$ cat src/rtl/ovrd_drive_gain.sv
// Drive (pre-gain) stage ahead of the overdrive clamp: slews the applied gain
// toward a non-negative target, multiplies each sample by it and saturates.
module ovrd_drive_gain #(
  parameter int bits_per_level = 12,
  parameter int fxp_size       = 32,
  parameter int ramp_step      = 64
) (
  input  logic                       i_clk,
  input  logic                       i_rst_n,
  input  logic                       i_valid,
  input  logic signed [fxp_size-1:0] i_sample,
  input  logic signed [fxp_size-1:0] i_gain,
  output logic                       o_valid,
  output logic signed [fxp_size-1:0] o_sample,
  output logic                       o_gain_settled
);

  localparam int W = fxp_size;
  localparam logic signed [W-1:0]   FXP_ONE = W'(1) << bits_per_level;
  localparam logic signed [W:0]     STEP_X  = (W+1)'(ramp_step);
  localparam logic signed [W-1:0]   STEP    = W'(ramp_step);
  localparam logic signed [2*W-1:0] SAT_MAX = {{(W+1){1'b0}}, {(W-1){1'b1}}};
  localparam logic signed [2*W-1:0] SAT_MIN = {{(W+1){1'b1}}, {(W-1){1'b0}}};

  logic signed [W-1:0]   tgt;
  logic signed [W-1:0]   gain_reg, gain_next;
  logic signed [W:0]     gain_diff;
  logic signed [W-1:0]   s1_reg, g1_reg;
  logic                  v1_reg;
  logic signed [2*W-1:0] q;
  logic signed [W-1:0]   sat;

  assign tgt = i_gain[W-1] ? '0 : i_gain;

  // Difference taken one bit wider so large targets cannot wrap the compare.
  always_comb begin
    gain_diff = {tgt[W-1], tgt} - {gain_reg[W-1], gain_reg};
    gain_next = gain_reg;
    if (i_valid) begin
      if (gain_diff > STEP_X)
        gain_next = gain_reg + STEP;
      else if (gain_diff < -STEP_X)
        gain_next = gain_reg - STEP;
      else
        gain_next = tgt;
    end
  end

  always_ff @(posedge i_clk or negedge i_rst_n) begin
    if (!i_rst_n) begin
      gain_reg <= FXP_ONE;
      s1_reg   <= '0;
      g1_reg   <= '0;
      v1_reg   <= 1'b0;
    end else begin
      gain_reg <= gain_next;
      v1_reg   <= i_valid;
      if (i_valid) begin
        s1_reg <= i_sample;
        g1_reg <= gain_next;
      end
    end
  end

  // Full-width product, arithmetic shift floors toward -inf.
  always_comb begin
    q = (s1_reg * g1_reg) >>> bits_per_level;
    if (q > SAT_MAX)
      sat = SAT_MAX[W-1:0];
    else if (q < SAT_MIN)
      sat = SAT_MIN[W-1:0];
    else
      sat = q[W-1:0];
  end

  always_ff @(posedge i_clk or negedge i_rst_n) begin
    if (!i_rst_n) begin
      o_valid  <= 1'b0;
      o_sample <= '0;
    end else begin
      o_valid <= v1_reg;
      if (v1_reg)
        o_sample <= sat;
    end
  end

  assign o_gain_settled = (gain_reg == tgt);

endmodule

$ cat config.mk
export PLATFORM = sky130hd
export DESIGN_NAME = ovrd_drive_gain
export DESIGN_NICKNAME = d
export VERILOG_FILES = /design/src/rtl/ovrd_drive_gain.sv
export SDC_FILE = /design/constraint.sdc
export NUM_CORES = 2
export LEC_CHECK = 0
export ABC_AREA = 0
export BUFFER_PORTS_ARGS = -buffer_cell sky130_fd_sc_hd__buf_2
export CAP_MARGIN = 20
export CORE_MARGIN = 4
export CORE_UTILIZATION = 43
export DETAILED_ROUTE_END_ITERATION = 8
export PLACE_DENSITY_LB_ADDON = 0.15
export RECOVER_POWER = 50
export SLEW_MARGIN = 30
export SYNTH_ARGS = -nofsm -noshare
export SYNTH_HDL_FRONTEND = slang
export SYNTH_SLANG_ARGS = --single-unit
$ cat constraint.sdc
create_clock -name i_clk -period 8.15 [get_ports i_clk]
set_input_delay 0.4075 -clock i_clk [delete_from_list [all_inputs] [get_ports i_clk]]
set_output_delay 0.4075 -clock i_clk [all_outputs]
set_load 0.02 [all_outputs]
==> flow_summary.ini <==
[global_routing]
grt_max_degree = 63
antenna_found_initial = 9
grt_overflow = 0
grt_pass1_wl_um = 217000
grt_pass1_vias = 37600
track_usage = 0.260

[synth]
synthCells = 4847
async_flop_share = 1.00
synth_edf_count = 0
synth_area_um2 = 44500
synth-main-ff-cell = dfrtp_1
synth_area_per_cell_um2 = 9.19
ys_types = 76
yosysWarnings = 0
ys_seq_area_frac = 0.0731
ys_ff_latch = 130
syn_nets = 6209

[worst_setup_path]
slowest_delay_ps = 630
crit_path_end_kind = flop
critPathArrivalTime_ps = 8840
start_kind = flop
rr_endpoint = o_sample[12]
rr_worst_depth = 32
critical_path.max_fanout = 7
slowest_stage = fa_2
r2r_setup_slack_ps = -280
cp.required_ps = 8560
worstSetupPathType = flop to flop
r2r-start = g1_reg[8]

[route]
ant_nets = 0
wl_per_cell_um = 20.6
routed_wirelength_um = 136000
drc_errors = 0
vias = 34300
initialDrtViolationCount = 2186
dr.pass1.iters = 5
vias_per_cell = 5.18

[clock_network]
cts.clk_slew.worst_paths_ps = 100
cts_tree = done
clock_sinks = 130
cts-root-buf = clkbuf_16
cts_buffer_depth = 2
cts_made_buffers = 17
worstSkewPairLatency_ps = 530
cts_max_level = 4

[layout]
multi_input_area_um2 = 37700
final_cells = 6618
nNetsFinal = 6597
syn_to_final_growth_pct = 18.5
fillers = 9592
seqCellArea_um2 = 3270
drive_gt1_frac = 0.168

[timing]
fmax_mhz = 119
fin_crit_sh = 1.03
hold_viol = 0
worst_pin_slew_ps = 3650
fin_skew_ps = 37.6
max-slew-margin-rel = -1.43
finalSetupViolCount = 31
fin_ws_ps = -276
fin_crit_ps = 8430
drv_slew = 177
rsz0062_at_grt = yes

[floorplan]
io_pins = 101
dieArea_um2 = 109000
initial_core_util = 0.435
coreArea_um2 = 102000
die_y_um = 330
die_w_um = 330
placement_rows = 117

[place]
port_buffers = 100
dp_hpwl_um = 112000
gp_congestion = 0.920
place_inst = 6538

[hold_path]
hp-class = primary input to flop
min_from = i_sample[2]
holdPathStages = 2
worstHoldEndpoint = s1_reg[2]

[status]
violations = capacitance limit, slew limit, setup timing
status = complete, but fails checks

[flow_run]
drv_cap = 4
[metal layers]
layer | track usage | vias up | wire length, um
li1 | - | 15400 | -
met1 | 0.357 | 17900 | 59100
met2 | 0.429 | 865 | 65700
met3 | 0.0383 | 165 | 7170
met4 | 0.0765 | 4 | 4060
met5 | 0 | - | 27
[worst max path at each step]
stage | start | end | depth (start not counted)
final | g1_reg[8] | o_sample[12] | 32
after global placement | s1_reg[21] | o_sample[12] | 29
after detailed placement | s1_reg[21] | o_sample[12] | 29
after floorplan | s1_reg[31] | o_sample[24] | 28
after CTS | g1_reg[9] | o_sample[12] | 30
after global routing | g1_reg[8] | o_sample[12] | 31
[cell type report]
class,instances,area share
Antenna cell,2,0.0000949
Clock buffer,20,0.00847
Clock inverter,12,0.00275
Inverter,1000,0.0714
Multi-Input combinational cell,3452,0.715
Sequential cell,130,0.0619
Tap cell,1368,0.0324
Timing Repair Buffer,634,0.108
[critical path: cells and delay by family (launching register included)]
family / cells / cell delay (ps)
flip-flops: 1 / 460
buffers and inverters: 11 / 910
AND/OR/NAND/NOR: 6 / 920
AO/OA/AOI/OAI: 6 / 1430
adder cells (fa/ha/maj): 9 / 4570
[metrics by stage]
step	area, um^2	setup slack [ps]	TNS, ps	util	hold slack (ps)
global route	52800	-513	-14250	0.516	93.6
global placement	50500	-320	-8130	0.493	369
finish	52800	-276	-6260	0.516	108
CTS	51800	-246	-6010	0.506	72.9
floorplan	44700	-23.8	-79.4	-	112
detailed placement	50500	-322	-8350	0.493	366
[synthesized netlist by cell type, types with 11 or more instances]
library cell / n / area (um^2)
o211ai_1: 22 / 165
clkbuf_1: 262 / 983
o21a_1: 11 / 82.6
nand4_1: 44 / 275
and3_1: 18 / 113
fa_1: 1082 / 21700
a31oi_1: 22 / 138
o21ai_0: 114 / 571
nor4_1: 14 / 87.6
and2_1: 523 / 3270
nand3_1: 60 / 300
nand2_1: 590 / 2210
o21bai_1: 12 / 90.1
a211oi_1: 21 / 158
xnor2_1: 80 / 701
dfrtp_1: 129 / 3230
nand2b_1: 19 / 119
nor3_1: 36 / 180
inv_1: 997 / 3740
nor2_1: 155 / 582
mux2_2: 40 / 450
xor2_1: 46 / 403
ha_1: 213 / 2670
o32ai_1: 12 / 105
o22ai_1: 33 / 206
nor2b_1: 37 / 231
a21oi_1: 111 / 556
a21o_1: 18 / 135
[what timing repair did]
action	in CTS	in global routing
setup endpoints to repair	32	32
hold endpoints to repair	28	0
hold buffers	1	0
resized for setup	115	146
pin swaps	42	107
gates cloned	4	5
setup buffers	16	24
[kinds of logic (layout without fill, tap and decap cells)]
family,Yosys count,count (layout),synth area share
AOI/OAI and AO/OA,445,445,0.0640
xor gates and xnor gates,126,126,0.0248
adders and majority gates,1295,1295,0.546
buffers and inverters,1265,1666,0.107
DFF,130,130,0.0731
muxes,50,50,0.0124
other,0,2,0
and+or+nand+nor,1536,1536,0.173
[cells in the final DEF (no fill, tap or decap), drive strengths merged, types with 5 or more instances in the layout]
cell / instances
o21a: 11
mux2i: 10
o21bai: 12
o22ai: 33
a2111oi: 5
nor2: 155
nand2: 590
dfrtp: 129
o32ai: 12
nand2b: 19
clkinv: 5
nand4: 44
a21boi: 6
and2: 525
buf: 591
o21ai: 115
a211oi: 21
o211ai: 22
or4: 5
and3: 18
a311oi: 5
xnor2: 80
and4: 7
nor2b: 37
a21oi: 111
a211o: 9
inv: 1003
or3: 5
a21o: 18
fa: 1082
nand3: 60
ha: 213
xor2: 46
clkbuf: 62
nor3: 36
nor4: 14
a31oi: 23
mux2: 40
Power is left out: the tool's default activity adds up to more than one toggle a clock period on the data nets, which glitch-free logic cannot reach.
